<file path="src/rtl/i2c_pkg.sv">
// Shared types and constants for the I2C master/slave write link.
package i2c_pkg;

  typedef enum logic [2:0] {
    M_IDLE,
    M_START,
    M_ADDR,
    M_ADDR_ACK,
    M_DATA,
    M_DATA_ACK,
    M_STOP
  } m_state_e;

  typedef enum logic [2:0] {
    S_IDLE,
    S_ADDR,
    S_ADDR_ACK,
    S_DATA,
    S_DATA_ACK,
    S_IGNORE
  } s_state_e;

  localparam int TICKS_PER_BIT = 4;
  localparam logic [1:0] LAST_PHASE = 2'(TICKS_PER_BIT - 1);
  localparam logic RW_WRITE = 1'b0;

endpackage

</file>
<file path="src/rtl/i2c_slave.sv">
// I2C write-only slave: bus edge/START/STOP detection, address match,
// ACK drive and received-byte register.
module i2c_slave
  import i2c_pkg::*;
(
  input  logic       clk,
  input  logic       reset_n,
  input  logic       scl_i,
  input  logic       sda_i,
  input  logic [6:0] own_addr_i,
  output logic       sda_o,
  output logic [7:0] data_out_o,
  output logic       ack_o
);

  s_state_e   state_q, state_d;
  logic       scl_prev_q, sda_prev_q;
  logic [3:0] cnt_q, cnt_d;
  logic [7:0] sh_q, sh_d;
  logic       sda_q, sda_d;
  logic [7:0] data_q, data_d;
  logic       ack_q, ack_d;

  logic rise, fall, start_det, stop_det;
  assign rise      = ~scl_prev_q & scl_i;
  assign fall      = scl_prev_q & ~scl_i;
  assign start_det = scl_prev_q & scl_i & sda_prev_q & ~sda_i;
  assign stop_det  = scl_prev_q & scl_i & ~sda_prev_q & sda_i;

  always_comb begin
    state_d = state_q;
    cnt_d   = cnt_q;
    sh_d    = sh_q;
    sda_d   = sda_q;
    data_d  = data_q;
    ack_d   = ack_q;
    if (start_det) begin
      // A START restarts byte framing wherever we were.
      state_d = S_ADDR;
      cnt_d   = '0;
      sda_d   = 1'b1;
      ack_d   = 1'b0;
    end else if (stop_det) begin
      state_d = S_IDLE;
      sda_d   = 1'b1;
    end else begin
      case (state_q)
        S_ADDR, S_DATA: begin
          if (rise && cnt_q < 4'd8) begin
            sh_d  = {sh_q[6:0], sda_i};
            cnt_d = cnt_q + 4'd1;
          end else if (fall && cnt_q == 4'd8) begin
            if (state_q == S_DATA) begin
              sda_d   = 1'b0;
              data_d  = sh_q;
              ack_d   = 1'b1;
              state_d = S_DATA_ACK;
            end else if (sh_q[7:1] == own_addr_i && sh_q[0] == RW_WRITE) begin
              sda_d   = 1'b0;
              state_d = S_ADDR_ACK;
            end else begin
              state_d = S_IGNORE;
            end
          end
        end
        S_ADDR_ACK: if (fall) begin
          sda_d   = 1'b1;
          cnt_d   = '0;
          state_d = S_DATA;
        end
        S_DATA_ACK: if (fall) begin
          sda_d   = 1'b1;
          state_d = S_IDLE;
        end
        default: ;
      endcase
    end
  end

  always_ff @(posedge clk) begin
    if (reset_n) begin
      state_q    <= S_IDLE;
      scl_prev_q <= 1'b1;
      sda_prev_q <= 1'b1;
      cnt_q      <= '0;
      sh_q       <= '0;
      sda_q      <= 1'b1;
      data_q     <= '0;
      ack_q      <= 1'b0;
    end else begin
      state_q    <= state_d;
      scl_prev_q <= scl_i;
      sda_prev_q <= sda_i;
      cnt_q      <= cnt_d;
      sh_q       <= sh_d;
      sda_q      <= sda_d;
      data_q     <= data_d;
      ack_q      <= ack_d;
    end
  end

  assign sda_o      = sda_q;
  assign data_out_o = data_q;
  assign ack_o      = ack_q;

endmodule

</file>
<file path="src/rtl/i2c_master_slave.sv">
// I2C write master plus on-chip slave joined by a wired-AND SCL/SDA bus.
// One address byte and one data byte per accepted start.
module i2c_master_slave
  import i2c_pkg::*;
#(
  parameter int CLK_DIV = 4
) (
  input  logic       clk,
  input  logic       reset_n,
  input  logic       start,
  input  logic [7:0] data_in,
  input  logic [7:0] slave_addr,
  input  logic [7:0] own_addr,
  output logic       scl,
  output logic       sda,
  output logic [7:0] data_out,
  output logic       ack,
  output logic       done,
  output logic       nack,
  output logic       busy
);

  localparam int DW = (CLK_DIV > 2) ? $clog2(CLK_DIV) : 1;

  m_state_e      state_q, state_d;
  logic [DW-1:0] div_q, div_d;
  logic [1:0]    phase_q, phase_d;
  logic [2:0]    bit_q, bit_d;
  logic [7:0]    shift_q, shift_d;
  logic [7:0]    data_q, data_d;
  logic          nack_q, nack_d;
  logic          done_q, done_d;
  logic          busy_q, busy_d;
  logic          scl_m, sda_m, sda_s;
  logic          tick, scl_hi;

  logic unused_addr_msb;
  assign unused_addr_msb = slave_addr[7] ^ own_addr[7];

  assign tick   = (div_q == DW'(CLK_DIV - 1));
  assign scl_hi = (phase_q == 2'd1) || (phase_q == 2'd2);

  always_comb begin
    state_d = state_q;
    div_d   = div_q;
    phase_d = phase_q;
    bit_d   = bit_q;
    shift_d = shift_q;
    data_d  = data_q;
    nack_d  = nack_q;
    done_d  = 1'b0;
    busy_d  = busy_q;
    scl_m   = 1'b1;
    sda_m   = 1'b1;
    if (state_q != M_IDLE) div_d = tick ? '0 : div_q + 1'b1;
    case (state_q)
      M_IDLE: if (start) begin
        state_d = M_START;
        div_d   = '0;
        phase_d = '0;
        bit_d   = '0;
        shift_d = {slave_addr[6:0], RW_WRITE};
        data_d  = data_in;
        nack_d  = 1'b0;
        busy_d  = 1'b1;
      end
      M_START: begin
        sda_m = (phase_q == 2'd0);
        if (tick) begin
          phase_d = (phase_q == 2'd1) ? 2'd0 : phase_q + 2'd1;
          if (phase_q == 2'd1) state_d = M_ADDR;
        end
      end
      M_ADDR, M_DATA: begin
        scl_m = scl_hi;
        sda_m = shift_q[7];
        if (tick) begin
          phase_d = phase_q + 2'd1;
          if (phase_q == LAST_PHASE) begin
            shift_d = {shift_q[6:0], 1'b0};
            bit_d   = bit_q + 3'd1;
            if (bit_q == 3'd7) state_d = (state_q == M_ADDR) ? M_ADDR_ACK : M_DATA_ACK;
          end
        end
      end
      M_ADDR_ACK, M_DATA_ACK: begin
        scl_m = scl_hi;
        if (tick) begin
          phase_d = phase_q + 2'd1;
          // Master releases SDA here, so the slave drive is the bus value.
          if (phase_q == 2'd2 && sda_s) nack_d = 1'b1;
          if (phase_q == LAST_PHASE) begin
            if (state_q == M_DATA_ACK || nack_q) begin
              state_d = M_STOP;
            end else begin
              state_d = M_DATA;
              shift_d = data_q;
            end
          end
        end
      end
      M_STOP: begin
        sda_m = (phase_q == 2'd1);
        if (tick) begin
          phase_d = (phase_q == 2'd1) ? 2'd0 : phase_q + 2'd1;
          if (phase_q == 2'd1) begin
            state_d = M_IDLE;
            busy_d  = 1'b0;
            done_d  = 1'b1;
          end
        end
      end
      default: state_d = M_IDLE;
    endcase
  end

  always_ff @(posedge clk) begin
    if (reset_n) begin
      state_q <= M_IDLE;
      div_q   <= '0;
      phase_q <= '0;
      bit_q   <= '0;
      shift_q <= '0;
      data_q  <= '0;
      nack_q  <= 1'b0;
      done_q  <= 1'b0;
      busy_q  <= 1'b0;
    end else begin
      state_q <= state_d;
      div_q   <= div_d;
      phase_q <= phase_d;
      bit_q   <= bit_d;
      shift_q <= shift_d;
      data_q  <= data_d;
      nack_q  <= nack_d;
      done_q  <= done_d;
      busy_q  <= busy_d;
    end
  end

  i2c_slave u_slave (
    .clk        (clk),
    .reset_n    (reset_n),
    .scl_i      (scl),
    .sda_i      (sda),
    .own_addr_i (own_addr[6:0]),
    .sda_o      (sda_s),
    .data_out_o (data_out),
    .ack_o      (ack)
  );

  assign scl  = scl_m;
  assign sda  = sda_m & sda_s;
  assign done = done_q;
  assign nack = done_q & nack_q;
  assign busy = busy_q;

endmodule

</file>
<file path="config.mk">
export PLATFORM = sky130hd
export DESIGN_NAME = i2c_master_slave
export DESIGN_NICKNAME = d
export VERILOG_FILES = /design/src/rtl/i2c_pkg.sv /design/src/rtl/i2c_slave.sv /design/src/rtl/i2c_master_slave.sv
export SDC_FILE = /design/constraint.sdc
export NUM_CORES = 1
export LEC_CHECK = 0
export BUFFER_PORTS_ARGS = -buffer_cell sky130_fd_sc_hd__buf_4
export CAP_MARGIN = 20
export CORE_MARGIN = 2
export CORE_UTILIZATION = 37
export CTS_CLUSTER_DIAMETER = 80
export DETAILED_ROUTE_END_ITERATION = 6
export MAX_ROUTING_LAYER = met4
export PLACE_DENSITY_LB_ADDON = 0.15
export SLEW_MARGIN = 25
export SYNTH_ARGS = -nofsm -noshare
export SYNTH_HDL_FRONTEND = slang
export SYNTH_SLANG_ARGS = --single-unit
</file>
<file path="constraint.sdc">
create_clock -name clk -period 2.4 [get_ports clk]
set_input_delay 0.48 -clock clk [delete_from_list [all_inputs] [get_ports clk]]
set_output_delay 0.48 -clock clk [all_outputs]
set_load 0.005 [all_outputs]
</file>
==> results list, run 1 <==
- Outcome: finished clean
- Total placed instance area: 0.00331 mm²
- Initial antenna violation count: 0
- The largest single stage delay on the critical path is approximately 350 ps.
- For this configuration, the core starts out at a cell density of about 38%.
* Aggregate global-route resource usage: around 16%
* Register area: 0.00112 mm²
* DRC Markers: 0
- TritonCTS built the clock tree.
* Number of library cell types mapped by synthesis: 48
* Number of synthesized register bits: 56
* Fraction of post-synthesis cell area in the top cell type by area: approximately 39%
* Maximum number of pins on one net before global-route repair: 55
- In the final layout, the multi-input gates occupy ~0.0016 mm².
- For the finished layout, the period the worst path requires is about 2300 ps.
- Across the run, the number of max-cap violations was 0.
* Worst Path Arrival: between 1500 and 2000 ps
- For this run, the post-layout net count is ~410.
* Portion of the clock cycle consumed by the worst path in the final layout: a little over nine tenths
* Biggest area consumer among synthesized cells: dfxtp_1
- Yosys printed 0 warnings.
* Top FF cell, synth: dfxtp_1
- At the end of routability-driven placement, the weighted congestion stood at slightly below 0.8.
- Rel. slew slack: between 50% and 60%
* Final count of pins violating max slew: 0
- Counting the fill cells in the layout gives approximately 750.
- Critical path data required time: 1920 ps
* Total wire length after detailed routing: just over 6000 µm
- Pin placement for this block handled between 40 and 50 I/O pins.
- Sequential elements use between 30% and 40% of the synthesized area.
- The share of total power dissipated in sequential elements is between 40 and 50%.
- Transition time of the tightest slew-check pin: between 600 and 700 ps
- The clock drives between 50 and 60 sinks.
- Maximum clock rate: around 430 MHz
- Clock insertion delay at the later pin of the skew report: between 300 and 400 ps
- Compared with the post-synthesis result, the final layout area differs by 18.9%.
- For the final database, setup skew stands at 5.97 ps.
* Drt first-iter violations: roughly 130
- The floorplan step set the die height to between 90 and 100 µm.
* Fraction of layout cells with a size suffix above 1: between 20% and 30%
- Total instance count after detailed placement: 466
* Pwr Density: between 700 and 800 mW/mm²
- Total power of the final layout: between 2 and 2.5 mW
- Detailed placement finished with a half-perimeter wire length of between 4000 and 5000 µm.
- The total overflow left after global routing is 0.
- In the final routed layout, each cell accounts on average for 13.1 µm.
- The finished cells cover approximately 0.0034 mm².
* Clock power share: 27.9%
- Setup total negative slack: 0 ps
* Internal Dissipation: approximately 1.7 mW
- Top library cells by usage in the layout, fill and taps aside: dfxtp_1, buf_4, nor2_1
- Across the VDD grid, the largest voltage drop is 350 µV.
- Core area: 0.00765 mm²
- Cells along the critical path: inv_1 -> ha_2 -> mux2_4 -> or3_4 -> and3_4 -> buf_4
* Number of rows created at floorplan: 32
* Area enclosed by the die boundary: between 0.008 and 0.009 mm²
- The mapped netlist covers roughly 0.0029 mm².
- Critical path start-end classification: reg -> out
* Final setup viols: 0
* Leading cell type in the layout, fill and taps excluded: dfxtp_1
* HP Class: in -> reg
- The clock passes through at most 2 buffers.
- After clock tree synthesis, the clock-pin slew on the worst setup and hold paths is roughly 110 ps.
- The number of global-route vias before repair is between 2,000 and 2,500.
* Number of enable-type register cells in the synthesized netlist: 0
* Syn Nets: around 370
- Of all flip-flops after synthesis, the portion carrying an async set or reset was 0%.
- First-pass GRT wire length: 10,700 µm
- Drt via density: approximately 5
- Hold violation count in the final report: 0
- Top cells by area, synth: dfxtp_1, mux2i_1, nor2_1, nand2_1, ha_1
* CTS H-tree lvls: 2
* Antenna Diode Count: 0
- STA classifies the critical path startpoint as a flip-flop.
- Count of vias placed by the detailed router: about 2,400
- Switching share of power: between 30% and 40%
- Net Switching: approximately 0.77 mW
- Slack of the critical path: about 78 ps
- Antenna Violating Nets Remaining: 0
* Kind of end point of the critical path: output pin
- Comb power frac: ~28%
* Number of port buffers: 38
* Worst setup slack after placement: 234 ps
* Cell Count, Final, Fillers Out: about 480
- The slowest stage of the critical path is the or3_4 cell.
- Counting every instance in the synthesized netlist gives 332.
- For this design the static power due to leakage is ~1.4 nW.
- Width of the die: about 93 µm
- Number of buffers created by CTS: 5
* Clk Tree Root Cell: clkbuf_8
* Setup repair after global routing missed its margin: false
* Mean Syn Cell Area: roughly 8.7 µm²
* Detailed Routing Iterations Pass 1: 4
- In this run the worst path has a maximum fanout of 5.
## cell families after synthesis
| family | synth area share [%] |
|---|---|
| and+or+nand+nor | 21.5 |
| AOI/OAI and AO/OA | 14.2 |
| DFF | 38.7 |
| muxes | 12.6 |
| buffers and inverters | 5.13 |
| xor gates and xnor gates | 3.97 |
| adders and majority gates | 3.88 |
## per-stage QoR
step	utilization, %	hold slack [ps]
final	45.1	393
after CTS	45.1	390
after global routing	45.1	394
after detailed placement	43.3	448
after floorplan	-	432
after global placement	43.3	442
## layer usage
metal	wire (µm)	vias up	GRT usage, %
met5	0	-	-
met1	3110	1107	21.6
met4	81	0	5.35
met2	2840	35	24.1
met3	191	7	2.93
li1	-	1236	-
## final cells by class
| class | instances | share of cell area (%) |
|---|---|---|
| Clock buffer | 6 | 2.39 |
| Clock inverter | 2 | 1.12 |
| Inverter | 11 | 1.20 |
| Multi-Input combinational cell | 245 | 47.5 |
| Sequential cell | 56 | 32.6 |
| Tap cell | 102 | 3.70 |
| Timing Repair Buffer | 53 | 11.5 |
## power by group through the flow
stage	combinational [mW]	sequential (mW)	clock, mW
2_1_floorplan	0.513	1.06	0
3_3_place_gp	0.668	1.08	0
3_5_place_dp	0.674	1.09	0
4_1_cts	0.685	1.06	0.693
5_1_grt	0.767	1.08	0.727
6_report	0.675	1.07	0.675
## repair_timing
action,CTS,global route
setup buffers,1,0
resized for setup,4,1
hold buffers,0,0
gates cloned,0,0
setup endpoints to repair,1,1
## critical path: cells and delay by family (launching register included)
family / cells / cell delay (ps)
flops: 1 / 340
mux: 1 / 250
buf+inv: 2 / 190
fa+ha+maj: 1 / 190
simple gates: 2 / 560
## flip-flops by register name (all words and copies together), names as in the netlist, 2 cells and up
name,flops
u_slave.state_q,3
u_slave.data_out_o,8
shift_q,8
u_slave.cnt_q,4
div_q,2
u_slave.sh_q,8
phase_q,2
data_q,8
state_q,3
bit_q,3
## final timing paths
check                           slack [ps]                     to  cells past startpoint  startpoint
worst max register to register         420  u_slave.data_out_o[4]                      8  phase_q[0]
worst max-delay path                    80                    sda                      6  phase_q[1]
worst min-delay path                   390              data_q[3]                      3  data_in[3]
worst min register to register         460              data_q[2]                      2   data_q[2]
## synthesized netlist by cell type, types with 2 or more instances
| cell | instances |
|---|---|
| a211oi_1 | 5 |
| dfxtp_1 | 56 |
| nand2_1 | 33 |
| nor2_1 | 43 |
| a21oi_1 | 21 |
| clkbuf_1 | 10 |
| xnor2_1 | 2 |
| inv_1 | 10 |
| nor3_1 | 9 |
| o21ai_0 | 11 |
| a31oi_1 | 3 |
| ha_1 | 9 |
| buf_2 | 5 |
| nor2b_1 | 3 |
| nand2b_1 | 6 |
| nor4_1 | 6 |
| or3_1 | 3 |
| a221oi_1 | 2 |
| nand3_1 | 8 |
| o21ai_1 | 3 |
| buf_6 | 2 |
| mux2i_1 | 34 |
| and2_1 | 4 |
| xor2_1 | 8 |
| a211oi_2 | 2 |
| nand3b_1 | 3 |
| and3_1 | 6 |
| nor3b_1 | 3 |
| buf_4 | 3 |
Power figures use the tool's default switching activity.
==> run 2: changes to the inputs <==
--- a/config.mk
+++ b/config.mk
@@ -5,14 +5,13 @@
 export SDC_FILE = /design/constraint.sdc
 export NUM_CORES = 1
 export LEC_CHECK = 0
+export ABC_AREA = 1
 export BUFFER_PORTS_ARGS = -buffer_cell sky130_fd_sc_hd__buf_4
 export CAP_MARGIN = 20
 export CORE_MARGIN = 2
 export CORE_UTILIZATION = 37
-export CTS_CLUSTER_DIAMETER = 80
 export DETAILED_ROUTE_END_ITERATION = 6
 export MAX_ROUTING_LAYER = met4
-export PLACE_DENSITY_LB_ADDON = 0.15
 export SLEW_MARGIN = 25
 export SYNTH_ARGS = -nofsm -noshare
 export SYNTH_HDL_FRONTEND = slang
==> run 2 against run 1 <==
Critical endpoint unchanged. Design area is 4.1% lower. Sequential share of layout area grew 1.3 points. Clock skew up 9.6 ps. First-iteration DRC count down 13%. Combinational power rose by 79%. Count of clock-buffer cells in the layout down 1. Sequential power is 14% higher. Core utilization is essentially flat. Clock power decreased by 19%.
==> results list, run 2 <==
- Setup total negative slack: 0 ps (unchanged)
- Kind of end point of the critical path: output pin
* Worst Path Arrival: 1710 ps (-130 ps)
- Async S/R FF share, synth: 0% (unchanged)
- Switching share of power: 42.1% (+10 points)
- The total wire length came to 6120 µm (-1.6%).
- Worst path depth: 7 (+1)
- The portion of the post-synthesis area used by sequential elements is 39.5% (+0.83 points).
- Width of the die: 91.6 µm (-1.0%)
* Relative area change from synthesis to final layout: 16.5%
- Maximum number of pins on one net before global-route repair: 20 (-64%)
- The count of distinct cell types in the synthesized netlist came to 33 (-31%).
- The detailed-placement wirelength estimate is 4560 µm (+4.3%).
- Internal Dissipation: 1.73 mW (+4.6%)
* Portion of the clock cycle consumed by the worst path in the final layout: 91.4% (-5.3 points)
- Top FF cell, synth: dfxtp_1
* Worst VDD drop: 350 µV (-0.15%)
* Top cells by area, synth: dfxtp_1, nand2_1, inv_1, a21oi_1, o21ai_0
- The CTS sink count came to 56 (unchanged).
- The average via count per standard cell was 4.97 (-1.1%).
* Routability Congestion: 0.896 (+13%)
- The largest fanout on the critical path came to 6 (+1).
- The proportion of power drawn by the clock network is 18.4% (-9.5 points).
* Post-CTS sizing: 0 (-4)
- The area occupied by multi-input gates is 0.00144 mm² (-12%).
* Initial antenna violation count: 0 (unchanged)
- dfxtp_1 takes more of the synthesized area than any other cell.
- The fmax was 456 MHz (+5.8%).
- The post-route cell area came to 0.00331 mm² (-4.1%).
- In this design, the critical path's most frequently occurring cell is nand3_1.
- Cell count after synthesis: 394 (+19%)
- The aggregate global-route resource usage is 15.6% (-0.32 points).
* Hold violation count in the final report: 0 (unchanged)
- The buffers plus inverters on the worst setup path is 2 (unchanged).
- # fillers: 758 (+1.6%)
- The area of placed instances came to 0.00321 mm² (-3.0%).
- Area enclosed by the die boundary: 0.00839 mm² (-2.0%)
- Drt first-iter violations: 112 (-13%)
- Max Cap Viol: 0 (unchanged)
* Clock insertion delay at the later pin of the skew report: 320 ps (about the same)
* Slowest stage cell on the critical path: dfxtp_1
- DRC Markers: 0 (unchanged)
* Cells on worst reg2reg path: 11 (+3)
- Largest stage delay on the critical path: 450 ps (+100 ps)
- The fraction of the core area covered by cells at the end of the flow is 45.1% (about the same).
- The final worst clock skew came to 15.6 ps (+9.58 ps).
- The worst hold path stage count is 3 (unchanged).
* Count of vias placed by the detailed router: 2,633 (+10%)
- CTS tree: done
* Synthesized area: 0.00284 mm² (-2.1%)
- Pwr Density: 901 mW/mm² (+29%)
* Buffers from clock root to sink, at most: 2 (unchanged)
* Post-CTS setup buffer count: 0 (-1)
* Global-route congestion overflow total: 0 (unchanged)
* Final count of pins violating max slew: 0 (unchanged)
* Critical Path Source Type: flip-flop
* Fraction of layout cells with a size suffix above 1: 17.4% (-3.0 points)
- The CTS buffer count came to 5 (unchanged).
- CTS placed an instance of clkbuf_8 at the clock tree root.
- Number of port buffers: 38 (unchanged)
- The combinational share of power is 40.6% (+13 points).
* Final-stage net count: 466 (+14%)
* Number of synthesized register bits: 56 (unchanged)
* Most frequent cells after synthesis: nand2_1, dfxtp_1, inv_1
- Antenna Violating Nets Remaining: 0 (unchanged)
- The total iterations of the first detailed-routing run was 4 (unchanged).
- Via count of the first global-routing pass: 2,428 (+7.4%)
- The average footprint of a synthesized cell is 7.21 µm² (-18%).
- Antenna Diode Count: 0 (unchanged)
* HP Class: in -> reg
- P_leak: 1.48 nW (+3.2%)
- Transition time of the tightest slew-check pin: 442 ps (-223 ps)
* Final Critical Period: 2190 ps (-128 ps)
* Syn Nets: 430 (+17%)
- The first-pass GRT wire length was 10,700 µm (-0.32%).
- I/O Pins: 41 (unchanged)
- The starting utilization of the core area is 38.7% (+0.80 points).
- Top library cells by usage in the layout, fill and taps aside: nand2_1, dfxtp_1, inv_1
* Hold Buf Count CTS: 0 (unchanged)
- Net Switching: 1.25 mW (+64%)
* Detail-routed net length per standard cell: 11.6 µm (-12%)
* Most common cell in the netlist: nand2_1
- Smallest hold slack: 388 ps (-5.61 ps)
- Final setup viols: 0 (unchanged)
- Leading cell type in the layout, fill and taps excluded: nand2_1
* Register area: 0.00112 mm² (-0.22%)
- Sequential group share of total power: 41.0% (-3.1 points)
- Traced cell by cell, the critical path runs through nand2_1 -> inv_1 -> nand3_1 -> nand3_1 -> nor2_1 -> nor2_2 -> buf_4.
- Core area: 0.00733 mm² (-4.1%)
- The clock slew seen by the registers of the worst setup and hold paths was 120 ps (about the same).
- CTS H-tree lvls: 2 (unchanged)
- Die height: 91.6 µm (-1.0%)
- Grouping stages by cell kind, the critical path spends the most delay in simple AND/OR/NAND/NOR gates.
- Setup repair after global routing left no endpoint under its margin.
* Critical path start-end classification: reg -> out
- The worst slew margin relative to its limit came to 70.3% (+16 points).
* Outcome: finished clean
- Fraction of post-synthesis cell area in the top cell type by area: 39.5% (+0.83 points)
- Critical path data required time: 1920 ps (about the same)
- The number of rows in the core area was 31 (-3.1%).
- The number of warning messages in the yosys log is 0 (unchanged).
- Number of enable-type register cells in the synthesized netlist: 0 (unchanged)
==> run 2: changes by cell type after synthesis, sizes merged, moves of 8 or more <==
cell / previous run / this run
o21ai: 14 / 39
xor2: 8 / 0
inv: 11 / 60
a21oi: 21 / 41
mux2i: 34 / 0
nand3: 8 / 20
nand2: 33 / 80
==> run 2: cell type report <==
class | count | share of cell area, %
clock buffers | 5 | 2.08
clock inverters | 3 | 0.832
inverters | 61 | 6.92
multi-input cells | 266 | 43.4
flip-flops and latches | 56 | 33.9
well taps | 99 | 3.75
repair buffers | 40 | 9.08
==> run 2: layer usage <==
metal / vias to the layer above / share of wire (%) / global-route usage (%)
met5: - / 0 / -
met4: 0 / 1.2 / 4.67
met3: 7 / 3.4 / 2.74
met2: 46 / 44 / 23.9
met1: 1208 / 51 / 21.2
li1: 1372 / - / -
==> run 2: path summary, 6_finish.rpt <==
kind                    from                to  slack [ps]
hold reg to reg    data_q[5]         data_q[5]         460
hold / removal    data_in[0]         data_q[0]         390
setup reg to reg  state_q[1]  u_slave.cnt_q[3]         430
setup / recovery  state_q[1]               sda         210
==> run 2: stage by stage <==
| stage | setup slack, ps | std cells | power (mW) |
|---|---|---|---|
| finish | 205 | 530 | 2.98 |
| detailed placement | 481 | 522 | 2.45 |
| CTS | 214 | 530 | 3.01 |
| global placement | 488 | 522 | 2.43 |
| floorplan | 822 | 394 | 2.16 |
| global route | 75.8 | 530 | 3.24 |
==> run 2: logic make-up after synthesis <==
| kind of cell | after synthesis | synth area share (%) |
|---|---|---|
| flip-flops | 56 | 39.5 |
| AND/OR/NAND/NOR | 154 | 25.5 |
| adder cells (fa/ha/maj) | 9 | 3.97 |
| AO/OA/AOI/OAI | 103 | 21.1 |
| buffers and inverters | 72 | 9.92 |
==> run 2: tightest hold or removal path: cells and delay by family <==
family,cells,cell delay [ps]
buffers and inverters,1,80
and+or+nand+nor,2,110
==> run 2: power by group through the flow <==
stage                     registers (mW)  clock network (mW)  logic, mW
after global routing                1.24               0.607       1.39
after CTS                           1.22               0.578       1.22
after global placement              1.23                   0       1.19
after floorplan                     1.20                   0      0.959
final                               1.22               0.548       1.21
after detailed placement            1.23                   0       1.21
==> run 3: changes to the inputs <==
==> constraint.sdc (replaced) <==
create_clock -name clk -period 2.3 [get_ports clk]
set_input_delay 0.46 -clock clk [delete_from_list [all_inputs] [get_ports clk]]
set_output_delay 0.46 -clock clk [all_outputs]
set_load 0.005 [all_outputs]
==> run 3 against run 2 <==
Non-clock buffer count did not move. First-iteration DRC count shrank 16%. Clock power increased by 3%. Critical path depth did not move. Flip-flop and latch count did not move. Critical path type unchanged. Largest power group unchanged. Highest routed layer unchanged.
==> results list, run 3 (synthesized netlist as in run 2, its figures left out) <==
* Leading cell type in the layout, fill and taps excluded: nand2_1
- Worst Path Arrival: 1690 ps (-20 ps)
- The width of the chip is 91.6 µm (unchanged).
- CTS tree: done
- Number of rows created at floorplan: 31 (unchanged)
- The setup TNS came to 0 ps (unchanged).
- The number of remaining DRC errors came to 0 (unchanged).
* I/O Pins: 41 (unchanged)
* Post-CTS sizing: 0 (unchanged)
* Drt first-iter violations: 94 (-16%)
- Clock sink count: 56 (unchanged)
* Outcome: finished clean
- Maximum clock rate: 466 MHz
- Antenna Violating Nets Remaining: 0 (unchanged)
- Cells on worst reg2reg path: 11 (unchanged)
- P_leak: 1.48 nW (+0.15%)
- Kind of end point of the critical path: output pin
- Final count of pins violating max slew: 0 (unchanged)
- Critical path data required time: 1840 ps (-80 ps)
* Final setup viols: 0 (unchanged)
- Maximum fanout along the worst path: 6 (unchanged)
- The total wire length came to 6080 µm (-0.72%).
- Maximum number of pins on one net before global-route repair: 19 (-5.0%)
- Core area: 0.00733 mm² (unchanged)
- The global route total overflow came to 0 (unchanged).
* Transition time of the tightest slew-check pin: 420 ps (-22.3 ps)
* Via count of the first global-routing pass: 2,332 (-4.0%)
* Number of buffers created by CTS: 5 (unchanged)
- The final antenna diode count was 0 (unchanged).
- The number of setup buffers added after CTS is 0 (unchanged).
- Detailed Routing Iterations Pass 1: 4 (unchanged)
- Clk Tree Root Cell: clkbuf_8
* Final-stage net count: 466 (unchanged)
- The maximum resistive drop on vdd was 384 µV (+9.8%).
- Hold Buf Count CTS: 0 (unchanged)
- Portion of the clock cycle consumed by the worst path in the final layout: a little over 90%
- The detailed-placement wirelength estimate came to 4600 µm (+0.80%).
* Routability Congestion: 0.906 (+1.1%)
* Area enclosed by the die boundary: 0.00839 mm² (unchanged)
- Setup repair after global routing missed its margin: false
* Detail-routed net length per standard cell: 11.5 µm (-0.72%)
* HP Class: in -> reg
* Fraction of layout cells with a size suffix above 1: 17.4% (unchanged)
* Total placed instance area: 0.00321 mm² (unchanged)
- Final Critical Period: roughly 2100 ps
- The total of buffers placed on input and output ports was 38 (unchanged).
* Depth of the worst hold-timing path: 3 (unchanged)
- Post-route design area: 0.00330 mm² (-0.15%)
- The average via count per standard cell was 4.88 (-1.7%).
- Die height: 91.6 µm (unchanged)
* Buffers from clock root to sink, at most: 2 (unchanged)
- Aggregate global-route resource usage: 15.4% (-0.25 points)
- Hold violation count in the final report: 0 (unchanged)
* Clock insertion delay at the later pin of the skew report: 310 ps (about the same)
- Max Cap Viol: 0 (unchanged)
* Total power of the final layout: 3.10 mW (+4.0%)
* Initial antenna violation count: 0 (unchanged)
- Total instance count after detailed placement: 522 (unchanged)
- Rel. slew slack: 71.8% (+1.5 points)
- Leaving out fill and tap cells, the most frequent cells in the layout are nand2_1, dfxtp_1, inv_1.
- Initial core utilization: 38.7% (unchanged)
* Critical path start-end classification: reg -> out
* CTS H-tree lvls: 2 (unchanged)
* Relative area change from synthesis to final layout: 16.3%
- The first-pass GRT wire length came to 10,500 µm (-2.1%).
- Cell Count, Final, Fillers Out: 530 (unchanged)
- Clock-pin transition on the worst setup and hold timing paths: 110 ps (about the same)
- Smallest hold slack: 370 ps (-17.5 ps)
- The total power density per cell area was 938 mW/mm² (+4.2%).
- STA classifies the critical path startpoint as a flip-flop.
* Count of vias placed by the detailed router: 2,588 (-1.7%)
- Skew final: 6.64 ps (-8.92 ps)
[run 3: power by group]
part	total [mW]	switching, mW	internal (mW)	leakage, nW
registers	1.27	0.124	1.15	0.457
clock network	0.567	0.347	0.220	0.0485
logic	1.26	0.832	0.429	0.979
[run 3: metrics by stage]
| stage | worst slack (ps) | utilization [%] |
|---|---|---|
| after floorplan | 722 | - |
| after global placement | 400 | 43.8 |
| after detailed placement | 374 | 43.8 |
| after CTS | 144 | 45.0 |
| after global routing | 23.5 | 45.0 |
| final | 154 | 45.0 |
[run 3: final cells by class]
| type | instances | area (µm²) |
|---|---|---|
| inverters | 61 | 229 |
| flip-flops and latches | 56 | 1120 |
| well taps | 99 | 124 |
| fillers | 773 | 4030 |
| repair buffers | 40 | 300 |
| clock buffers | 5 | 68.8 |
| multi-input cells | 266 | 1440 |
| clock inverters | 3 | 22.5 |
[run 3: worst max-delay path, stage by stage (launching register included)]
cell and delay, ps:
dfxtp_1 450, nand2_1 170, inv_1 150, nand3_1 140, nand3_1 150, nor2_1 60
nor2_2 120, buf_4 130
[run 3: layer usage]
layer	share of wire, %	vias to the layer above	routed length, µm	global-route usage (%)
met4	0.97	0	59	4.04
met3	4.2	5	255	2.41
met2	43	56	2630	23.0
met1	51	1149	3130	21.7
met5	0	-	0	-
li1	-	1378	-	-
[run 3: path summary, 6_finish.rpt]
kind / start / endpoint / slack [ps]
min: data_in[0] / data_q[0] / 370
min reg2reg: data_q[2] / data_q[2] / 460
max: state_q[1] / sda / 150
max reg2reg: state_q[1] / u_slave.cnt_q[3] / 360
